**src/rtl/mips_multicycle_ctrl.sv**
```systemverilog
// Main control FSM for the multi-cycle MIPS datapath. Each instruction moves
// through fetch, decode, execute, memory and writeback. The states drive the
// datapath enables and mux selects. The shared instruction/data memory is
// waited on through mem_ready. Retired instructions are counted modulo 2^RET_W.
module mips_multicycle_ctrl #(
  parameter int RET_W = 32
) (
  input  logic             clk,
  input  logic             rst,
  input  logic [5:0]       opcode,
  input  logic             mem_ready,
  output logic             pc_write,
  output logic             pc_write_cond,
  output logic             i_or_d,
  output logic             mem_read,
  output logic             mem_write,
  output logic             ir_write,
  output logic             mem_to_reg,
  output logic             reg_dst,
  output logic             reg_write,
  output logic             alu_src_a,
  output logic [1:0]       alu_src_b,
  output logic [1:0]       alu_op,
  output logic [1:0]       pc_source,
  output logic             illegal_op,
  output logic             instr_done,
  output logic [RET_W-1:0] retired,
  output logic [3:0]       state
);

  typedef enum logic [3:0] {
    S_FETCH   = 4'd0,
    S_DECODE  = 4'd1,
    S_MEMADR  = 4'd2,
    S_MEMRD   = 4'd3,
    S_MEMWB   = 4'd4,
    S_MEMWR   = 4'd5,
    S_EXEC    = 4'd6,
    S_RWB     = 4'd7,
    S_BRANCH  = 4'd8,
    S_JUMP    = 4'd9,
    S_ADDI_EX = 4'd10,
    S_ADDI_WB = 4'd11
  } state_t;

  localparam logic [5:0] OP_RTYPE = 6'b000000;
  localparam logic [5:0] OP_LW    = 6'b100011;
  localparam logic [5:0] OP_SW    = 6'b101011;
  localparam logic [5:0] OP_BEQ   = 6'b000100;
  localparam logic [5:0] OP_J     = 6'b000010;
  localparam logic [5:0] OP_ADDI  = 6'b001000;

  state_t           r_state;
  state_t           w_next;
  logic [RET_W-1:0] r_retired;
  logic             w_op_legal;

  assign state   = r_state;
  assign retired = r_retired;

  // Opcode legality check, used by DECODE to flag unsupported instructions.
  always_comb begin
    unique case (opcode)
      OP_RTYPE, OP_LW, OP_SW, OP_BEQ, OP_J, OP_ADDI: w_op_legal = 1'b1;
      default:                                       w_op_legal = 1'b0;
    endcase
  end

  // State register and retired-instruction counter.
  // NOTE: sequential state uses non-blocking assignments, so every flop samples pre-edge values.
  always_ff @(posedge clk) begin
    if (rst) begin
      r_state   <= S_FETCH;
      r_retired <= '0;
    end else begin
      r_state <= w_next;
      if (instr_done) r_retired <= r_retired + {{(RET_W-1){1'b0}}, 1'b1};
    end
  end

  // Next-state logic. Unused encodings return to FETCH.
  always_comb begin
    w_next = S_FETCH;
    case (r_state)
      S_FETCH:   w_next = mem_ready ? S_DECODE : S_FETCH;
      S_DECODE: begin
        case (opcode)
          OP_RTYPE:     w_next = S_EXEC;
          OP_LW, OP_SW: w_next = S_MEMADR;
          OP_BEQ:       w_next = S_BRANCH;
          OP_J:         w_next = S_JUMP;
          OP_ADDI:      w_next = S_ADDI_EX;
          default:      w_next = S_FETCH;
        endcase
      end
      S_MEMADR: begin
        if (opcode == OP_LW)      w_next = S_MEMRD;
        else if (opcode == OP_SW) w_next = S_MEMWR;
        else                      w_next = S_FETCH;
      end
      S_MEMRD:   w_next = mem_ready ? S_MEMWB : S_MEMRD;
      S_MEMWR:   w_next = mem_ready ? S_FETCH : S_MEMWR;
      S_EXEC:    w_next = S_RWB;
      S_ADDI_EX: w_next = S_ADDI_WB;
      default:   w_next = S_FETCH;
    endcase
  end

  // Moore output decode, with mem_ready qualifiers in FETCH and MEMWR.
  // Reset forces all outputs low.
  always_comb begin
    // NOTE: every output gets a default here first, so no latch is inferred for states that leave it unassigned.
    pc_write      = 1'b0;
    pc_write_cond = 1'b0;
    i_or_d        = 1'b0;
    mem_read      = 1'b0;
    mem_write     = 1'b0;
    ir_write      = 1'b0;
    mem_to_reg    = 1'b0;
    reg_dst       = 1'b0;
    reg_write     = 1'b0;
    alu_src_a     = 1'b0;
    alu_src_b     = 2'b00;
    alu_op        = 2'b00;
    pc_source     = 2'b00;
    illegal_op    = 1'b0;
    instr_done    = 1'b0;
    case (r_state)
      S_FETCH: begin
        mem_read  = 1'b1;
        alu_src_b = 2'b01;
        ir_write  = mem_ready;
        pc_write  = mem_ready;
      end
      S_DECODE: begin
        alu_src_b  = 2'b11;
        illegal_op = ~w_op_legal;
      end
      S_MEMADR: begin
        alu_src_a = 1'b1;
        alu_src_b = 2'b10;
      end
      S_MEMRD: begin
        mem_read = 1'b1;
        i_or_d   = 1'b1;
      end
      S_MEMWB: begin
        reg_write  = 1'b1;
        mem_to_reg = 1'b1;
        instr_done = 1'b1;
      end
      S_MEMWR: begin
        mem_write  = 1'b1;
        i_or_d     = 1'b1;
        instr_done = mem_ready;
      end
      S_EXEC: begin
        alu_src_a = 1'b1;
        alu_op    = 2'b10;
      end
      S_RWB: begin
        reg_write  = 1'b1;
        reg_dst    = 1'b1;
        instr_done = 1'b1;
      end
      S_BRANCH: begin
        alu_src_a     = 1'b1;
        alu_op        = 2'b01;
        pc_write_cond = 1'b1;
        pc_source     = 2'b01;
        instr_done    = 1'b1;
      end
      S_JUMP: begin
        pc_write   = 1'b1;
        pc_source  = 2'b10;
        instr_done = 1'b1;
      end
      S_ADDI_EX: begin
        alu_src_a = 1'b1;
        alu_src_b = 2'b10;
      end
      S_ADDI_WB: begin
        reg_write  = 1'b1;
        instr_done = 1'b1;
      end
      default: ;
    endcase
    if (rst) begin
      pc_write      = 1'b0;
      pc_write_cond = 1'b0;
      i_or_d        = 1'b0;
      mem_read      = 1'b0;
      mem_write     = 1'b0;
      ir_write      = 1'b0;
      mem_to_reg    = 1'b0;
      reg_dst       = 1'b0;
      reg_write     = 1'b0;
      alu_src_a     = 1'b0;
      alu_src_b     = 2'b00;
      alu_op        = 2'b00;
      pc_source     = 2'b00;
      illegal_op    = 1'b0;
      instr_done    = 1'b0;
    end
  end

endmodule

```
**config.mk**
```make
export PLATFORM = sky130hd
export DESIGN_NAME = mips_multicycle_ctrl
export DESIGN_NICKNAME = d
export VERILOG_FILES = /design/src/rtl/mips_multicycle_ctrl.sv
export SDC_FILE = /design/constraint.sdc
export NUM_CORES = 1
export LEC_CHECK = 0
export CELL_PAD_IN_SITES_DETAIL_PLACEMENT = 1
export CELL_PAD_IN_SITES_GLOBAL_PLACEMENT = 2
export CORE_UTILIZATION = 23
export CTS_BUF_LIST = sky130_fd_sc_hd__clkbuf_16
export CTS_CLUSTER_DIAMETER = 40
export CTS_CLUSTER_SIZE = 30
export DETAILED_ROUTE_END_ITERATION = 10
export GPL_ROUTABILITY_DRIVEN = 0
export MAX_ROUTING_LAYER = met4
export PLACE_DENSITY = 0.83
export SETUP_SLACK_MARGIN = 0.2
export SYNTH_ARGS = -nofsm -noshare
export SYNTH_HDL_FRONTEND = slang
export SYNTH_SLANG_ARGS = --single-unit
export TNS_END_PERCENT = 1
```
**constraint.sdc**
```tcl
create_clock -name clk -period 2.05 [get_ports clk]
set_clock_uncertainty 0.15 [all_clocks]
set_input_delay 0.41 -clock clk [delete_from_list [all_inputs] [get_ports clk]]
set_output_delay 0.41 -clock clk [all_outputs]
set_load 0.02 [all_outputs]
```
Yosys cells after proc, flatten, opt, wreduce, memory -nomap -nowiden:

Cells that the tools add are included.
W data, S select, Z words.

* logic and storage cells: 68
* input port bits: 9
* flip-flop bits (word level): 36
* output and inout bits: 54

* reductions and logical operators: 10
* eq/ne operators: 16
* add/sub/neg operators: 1
* muxes and demuxes: 38
* bitwise operators: 1

Operators by type and width (number)
* $add A32 B1 Y32 const B: 1
* $pmux W4 S7: 1
* $mux W1: 24
* $pmux W4 S5: 1
* $eq A4 B3 Y1 const B: 4
* $eq A4 B4 Y1 const B: 4
* $eq A6 B6 Y1 const B: 2
* $mux W3: 4
* $eq A4 B2 Y1 const B: 2
* $pmux W2 S2: 2
* $reduce_or A2 Y1: 4
* $eq A6 B2 Y1 const B: 1
* $eq A6 B3 Y1 const B: 1
* $eq A6 B4 Y1 const B: 1
* $logic_not A6 Y1: 1
* $mux W2: 3
* $pmux W2 S3: 1
* $reduce_or A6 Y1: 1
* $reduce_or A5 Y1: 1
* $eq A4 B1 Y1 const B: 1
* $logic_not A4 Y1: 1
* $pmux W1 S2: 2
* $reduce_or A4 Y1: 1
* $reduce_or A3 Y1: 1
* $not A1 Y1: 1

Longest topological paths before layout:

Gate-level depths: netlist of run 1.

* word-level depth: 6
* depth in mapped cells: 7
* depth with buffers taken out: 6

Least setup slack after synthesis of run 1:

No wires, ideal clock.

* path type: register to output
* start: reg r_state[3], in the netlist state[3]
* end: out pc_source[0]
* required time: 1.490 ns
* data arrival time: 1.732 ns
* buffers on the path: 2
* slack: -0.242 ns
* cell stages (with the launch flop): 5
* path through: dfxtp_1 > clkbuf_1 > nand2_1 > nor3_1 > buf_4

* longest elaborated chain between the ends: 3
* elaborated cells on any way between the ends: 4
* those cells by class: eq/ne: 2; mux: 2

Ends and longest elaborated chain
* start, declared: line 53 `state_t r_state;`
* start signal, assigned: line 76 `r_state <= w_next;`
* $eq A4 B4 Y1: line 128 `case (r_state)`
* $pmux W2 S2 *: line 128
* $mux W2 *: line 188 `if (rst) begin`
* end, declared: line 24 `output logic [1:0] pc_source,`

Every way passes the cells marked *; elsewhere a longest branch is shown, timed or not.

Worst setup path after layout of run 1:

* start: reg r_state[2], in the netlist state[2]
* end: reg r_retired[31], in the netlist retired[31]

* longest elaborated chain between the ends: 4
* elaborated cells on any way between the ends: 9
* those cells by class: eq/ne: 6; mux: 2; reduce/logical: 1

Ends and longest elaborated chain
* $eq A4 B4 Y1 / $eq A4 B3 Y1 (equally long branches): line 128
* $reduce_or A5 Y1 (no line)
* $pmux W1 S2 *: line 128
* $mux W1 *: line 188
* end signal, assigned: line 77 `if (instr_done) r_retired <= r_retired + {{(RET_W-1){1'b0}}, 1'b1};`
* end, declared: line 55 `logic [RET_W-1:0] r_retired;`

Marked as above.
A chain may end at the register's enable or synchronous reset.

==> impl_results.md, run 1 <==
* Status: finished clean
* Worst Path Arrival at 2.10 ns
* CP max-delay cell: or4_1
* Initial Util at 0.237
* DRT Pass-1 Iters at 4
* Clk_lat worst skew at 0.28 ns
* Filler Cells Inserted at 1,053
* Clock share of power at 0.462
* Die height at 96.5 µm
* Largest cells by area after synthesis: dfxtp_1 (35%), nor2_1 (7.5%), xor2_1 (6.0%), xnor2_1 (5.1%), nand4_1 (4.9%)
* Syn_area_per_cell at 7.78 µm²
* Clock root buffer: clkbuf_16
* Grt ovf at 0
* Initial antenna violation count at 0
* # rows at 34
* Core Util, Final at 0.410
* Syn_nets at 274
* CP Launch Type: flip-flop
* CTS Buf Count at 5
* CP peak stage delay at 0.40 ns
* Critical-path cell list: and2_4, buf_4, a2111oi_4, nand4_2, buf_6, or4_1, a21oi_1
* Share of the clock period used by the worst path at 0.998
* Ant. Diodes at 0
* Commonest non-fill, non-tap cells in the layout: buf_4 (66), nor2_1 (35), dlygate4sd2_1 (35)
* Hold buffer count at CTS at 0
* Critical path type: flip-flop to flip-flop
* Combinational power share at 0.098
* Avg WL per Cell at 14.4 µm
* Cell accounting for the most synthesized area: dfxtp_1
* Slew margin rel. at 0.655
* Endpoints failing hold at 0
* Setup crit start: state[2]
* Gate Count Post-Synth at 264
* Clock transition at path regs at 0.06 ns
* Power Density at 447 nW/µm²
* Sequential Area at 734 µm²
* Seq/Total Area, Yosys at 0.351
* Switch Pwr at 370 µW
* Period minus WS final at 2.05 ns
* Sw Share at 0.233
* Worst Reg-to-Reg Cells at 7
* Initial DRC count at 41
* VDD IR max at 0.000287 V
* Total track usage at 0.165
* Clock Path Buffers at 2
* Distinct cells, synth at 39
* Final setup violation count at 0
* Worst R2R Setup Slack at 0.005 ns
* Setup crit end kind: flip-flop
* Pleak at 1.64 nW
* Worst path required time at 2.11 ns
* Final #Nets at 395
* Area delta synth->final at 73.3%
* Commonest non-fill, non-tap cell in the layout: buf_4
* Fin Hold WS at 0.351 ns
* Post-Syn Area at 2050 µm²
* Inst Count DP at 480
* Layout cell share with drive strength beyond 1 at 0.350
* Worst-Margin Slew at 0.517 ns
* CTS tree: built
* Port bufs at 62
* Post-route insts no fill at 494
* Tot Pwr at 1.59 mW
* Fmax at 0.489 GHz
* R2r endpoint: retired[31]
* Worst Hold Class: flip-flop to flip-flop
* IO Pins at 63
* Routed vias/inst at 4.86
* Max-capacitance violation count at 0
* DRC Markers at 0
* Die ar. at 9310 µm²
* Drt total wl at 7100 µm
* Clock sink count at 36
* Internal power at 1.22 mW
* FF-to-FF Start: state[2]
* Top cell type's share of synthesized area at 0.351
* Largest net degree at the start of global routing at 33
* Yosys reg bits at 36
* CP Max Fanout at 6
* Die W at 96.5 µm
* Area of the multi-input gates at 1450 µm²
* Hpwl dp at 5300 µm
* Worst path depth at 7
* Top cell family by delay on the critical path: simple AND/OR/NAND/NOR gates
* Worst Setup EP: retired[31]
* Async SR Flop Fraction at 0
* RSZ-0062 raised after global routing: true
* Final Slew Violations at 0
* Reg power frac at 0.440
* Core area at 8680 µm²
* Antenna Violating Nets Remaining at 0
* Number of flops mapped to enable cells by yosys at 0
* CTS H-tree depth at 2
* Vias in the first global route at 2,456
* First-pass GRT wire length at 11,600 µm
* Vias at 2,403
* Worst Path Buf+Inv at 2
* Synth Flop Type: dfxtp_1
* YS warnings at 0
## power groups by stage
stage	registers, mW	clock network [mW]	logic (mW)
after floorplan	0.719	0	0.0599
after detailed placement	0.718	0	0.152
after global placement	0.718	0	0.148
after CTS	0.700	0.759	0.153
after global routing	0.700	0.778	0.168
final	0.700	0.735	0.155
## flip-flops by register name, indices dropped and copies added, names as in the netlist
signal   cells
retired     32
state        4
## worst min-delay path, stage by stage, from the launching register on
cell,delay [ns]
dfxtp_1,0.32
o31ai_1,0.07
a21oi_1,0.06
## area by class of cell
type,count,area share
Multi-Input combinational cell,209,0.408
Tap cell,108,0.0380
Timing Repair Buffer,129,0.303
Sequential cell,36,0.206
Clock inverter,3,0.00527
Clock buffer,5,0.0351
Inverter,4,0.00422
## cells in the mapped netlist, types with 9 or more instances
cell type / count
dfxtp_1: 36
nor2_1: 41
clkbuf_1: 10
nand3_1: 12
o21ai_0: 9
xor2_1: 14
a21oi_1: 14
nor3_1: 12
nand2_1: 18
xnor2_1: 12
nand4_1: 16
## cell families (layout without fill, tap and decap cells)
group / count (synthesis) / in the layout / share of synthesized area
DFF: 36 / 36 / 0.351
adders and majority gates: 1 / 1 / 0.00609
AOI/OAI and AO/OA: 37 / 37 / 0.122
and+or+nand+nor: 144 / 144 / 0.367
muxes: 1 / 1 / 0.00487
xor gates and xnor gates: 26 / 26 / 0.111
buffers and inverters: 19 / 141 / 0.0378
## per-stage QoR
step | area, µm² | TNS (ns) | setup slack [ns]
CTS | 3510 | -0.000815 | -0.000815
detailed placement | 3250 | -21.72 | -0.689
global route | 3560 | -0.840 | -0.0914
global placement | 3250 | -20.89 | -0.697
finish | 3560 | 0 | 0.00471
floorplan | 2100 | -0.0581 | -0.0194
## routing by layer
| layer | track usage | up-vias | wire [µm] | share of wire |
|---|---|---|---|---|
| met5 | - | - | 0 | 0 |
| met4 | 0.0564 | 0 | 115 | 0.016 |
| met3 | 0.0219 | 7 | 167 | 0.024 |
| met2 | 0.287 | 36 | 3580 | 0.50 |
| met1 | 0.195 | 1170 | 3240 | 0.46 |
| li1 | - | 1190 | - | - |
## how the worst min path moves through the flow
stage | slack [ns] | startpoint | cells after the start | end
after floorplan | 0.40 | retired[31] | 2 | retired[31]
after global placement | 0.32 | retired[31] | 2 | retired[31]
after detailed placement | 0.33 | retired[31] | 2 | retired[31]
after CTS | 0.35 | retired[31] | 2 | retired[31]
after global routing | 0.38 | retired[31] | 2 | retired[31]
final | 0.35 | retired[31] | 2 | retired[31]
## repair_timing
item                                    4_1_cts  5_1_grt
pin swaps                                    27        9
resized for setup                           173       11
hold endpoints to repair                      0        0
cloned                                        1        0
endpoints found under the setup margin       85       52
setup buffers                                 5        0
(Power assumes the default switching activity.)
==> run 2, diff against run 1 <==
Settings changed: CORE_UTILIZATION 23 to 26, PLACE_DENSITY 0.83 to 0.88.
Clock period 2.05 ns to 2.3 ns, I/O delays scaled along.
==> run 2 against run 1 <==
Against the previous run: first-iteration DRC count grew 100%; via count shrank 3.0%; total power shrank 12%; clock-buffer cell count is the same; register-to-register slack gained 0.22 ns; largest power group unchanged; wire length shrank 2.8%; clock power shrank 13%; utilization grew 2.4 points; sequential share of layout area grew 1.2 points; critical endpoint is now instr_done.
==> impl_results.md, run 2 (synthesized netlist as in run 1, its figures left out) <==
* Max-capacitance violation count at 0 (unchanged)
* Critical path type: flip-flop to output pin
* Clock root buffer: clkbuf_16
* Final setup violation count at 0 (unchanged)
* CTS tree: built
* Clock share of power at 0.456 (-0.006)
* Largest net degree at the start of global routing at 33 (unchanged)
* Clock sink count at 36 (unchanged)
* # rows at 32 (-5.9%)
* Sw Share at 0.227 (-0.00543)
* First-pass GRT wire length at 11,600 µm (-0.35%)
* Clock Path Buffers at 2 (unchanged)
* Die ar. at 8260 µm² (-11%)
* Hold path start: retired[31]
* Reg power frac at 0.449 (+0.009)
* Initial DRC count at 82 (+100%)
* Area delta synth->final at 62.3%
* CP Launch Type: flip-flop
* Critical-path cell list: nor2b_4, a2111o_1, nor2_2, buf_6
* Port bufs at 62 (unchanged)
* Die height at 90.9 µm (-5.8%)
* Final Slew Violations at 0 (unchanged)
* Vias at 2,331 (-3.0%)
* Commonest non-fill, non-tap cell in the layout: buf_4
* Hpwl dp at 4970 µm (-6.3%)
* Worst R2R Setup Slack at 0.22 ns (+0.22 ns)
* Max reg flops at 32 (unchanged)
* Combinational power share at 0.094 (-0.004)
* Slew margin rel. at 0.722 (+0.0674)
* Top cell family by delay on the critical path: compound AO/OA/AOI/OAI gates
* Hold path depth at 2 (unchanged)
* Worst Hold Class: flip-flop to flip-flop
* RSZ-0062 raised after global routing: true
* Status: finished clean
* Clock transition at path regs at 0.05 ns (about the same)
* DRC Markers at 0 (unchanged)
* CTS Buf Count at 5 (unchanged)
* CP peak stage delay at 0.44 ns (+0.04 ns)
* Layout cell share with drive strength beyond 1 at 0.245 (-0.105)
* Share of the clock period used by the worst path at 0.936
* Initial antenna violation count at 0 (unchanged)
* Vias in the first global route at 2,346 (-4.5%)
* Switch Pwr at 318 µW (-14%)
* Final TNS setup at 0 ns (unchanged)
* Worst path required time at 1.69 ns (-0.42 ns)
* FF-to-FF Start: state[0]
* R2r endpoint: retired[26]
* Pleak at 1.30 nW (-20%)
* Core Util, Final at 0.434 (+0.0236)
* Worst-Margin Slew at 0.414 ns (-0.103 ns)
* CTS H-tree depth at 2 (unchanged)
* Final #Nets at 377 (-4.6%)
* Die W at 90.9 µm (-5.8%)
* IO Pins at 63 (unchanged)
* Routed vias/inst at 4.96 (+2.0%)
* Post-route insts no fill at 470 (-4.9%)
* Setup crit end kind: output pin
* VDD IR max at 0.000219 V (-23%)
* Internal power at 1.08 mW (-12%)
* Ant. Diodes at 0 (unchanged)
* Worst Reg-to-Reg Cells at 8 (+1)
* Setup WS pre-CTS at -0.621 ns (+0.0680 ns)
* Period minus WS final at 2.15 ns
* Antenna Violating Nets Remaining at 0 (unchanged)
* Final worst slack at 0.147 ns (+0.142 ns)
* Power Density at 419 nW/µm² (-6.2%)
* Total track usage at 0.180 (+0.0146)
* Worst Path Buf+Inv at 1 (-1)
* Fmax at 0.464 GHz
* Hold EP: retired[31]
* Inst Count DP at 456 (-5.0%)
* Grt ovf at 0 (unchanged)
* CP max-delay cell: a2111o_1
* Initial Util at 0.267 (+0.0305)
* Drt total wl at 6910 µm (-2.8%)
* Hold buffer count at CTS at 0 (unchanged)
* Endpoints failing hold at 0 (unchanged)
* Worst Path Arrival at 1.54 ns (-0.56 ns)
* Setup crit start: state[0]
* Avg WL per Cell at 14.7 µm (+2.2%)
* CP Max Fanout at 4 (-2)
* DRT Pass-1 Iters at 4 (unchanged)
* Clk_lat worst skew at 0.28 ns (about the same)
* Core area at 7690 µm² (-11%)
* Commonest non-fill, non-tap cells in the layout: buf_4 (47), nor2_1 (39), clkdlybuf4s50_1 (35)
-- run 2: tightest hold or removal path, delay by kind of cell, from the launching register on --
family             cells  cell delay [ns]
AOI/OAI and AO/OA      2             0.13
DFF                    1             0.32
-- run 2: area by class of cell --
cell class,count,area (µm²)
clock buffers,5,125
clock inverters,3,11.3
fillers,915,4350
inverters,4,15.0
multi-input cells,210,1340
flip-flops and latches,36,728
well taps,102,128
repair buffers,110,987
-- run 2: stage by stage --
| step | power, mW | area (µm²) | hold slack, ns |
|---|---|---|---|
| 6_report | 1.40 | 3330 | 0.346 |
| 5_1_grt | 1.45 | 3330 | 0.366 |
| 4_1_cts | 1.42 | 3310 | 0.348 |
| 3_5_place_dp | 0.769 | 3070 | 0.339 |
| 3_3_place_gp | 0.766 | 3070 | 0.331 |
| 2_1_floorplan | 0.695 | 2060 | 0.403 |
-- run 2: how the worst max path moves through the flow --
stage                  endpoint  slack [ns]  depth (start not counted)
floorplan            instr_done        0.09                          5
global placement     instr_done       -0.63                          5
detailed placement   instr_done       -0.62                          5
CTS                  illegal_op       0.008                          6
global route        retired[17]        0.09                          7
finish               instr_done        0.15                          4
-- run 2: power groups by stage --
stage	Sequential, mW	Clock [mW]	Combinational [mW]
final	0.627	0.637	0.132
after global placement	0.640	0	0.126
after floorplan	0.642	0	0.0531
after detailed placement	0.640	0	0.129
after global routing	0.627	0.681	0.142
after CTS	0.627	0.655	0.133
-- run 2: metal layers --
| layer | vias up | track usage | wire length [µm] |
|---|---|---|---|
| met4 | 0 | 0.0701 | 127 |
| met3 | 8 | 0.0286 | 257 |
| met1 | 1120 | 0.215 | 3150 |
| met2 | 50 | 0.301 | 3370 |
| li1 | 1153 | - | - |
| met5 | - | - | 0 |
-- run 2: what timing repair did --
| action | in CTS | in global routing |
|---|---|---|
| setup endpoints to repair | 49 | 33 |
| resized for setup | 84 | 11 |
| buffers inserted | 5 | 0 |
| cloned | 1 | 0 |
| pin swaps | 6 | 2 |
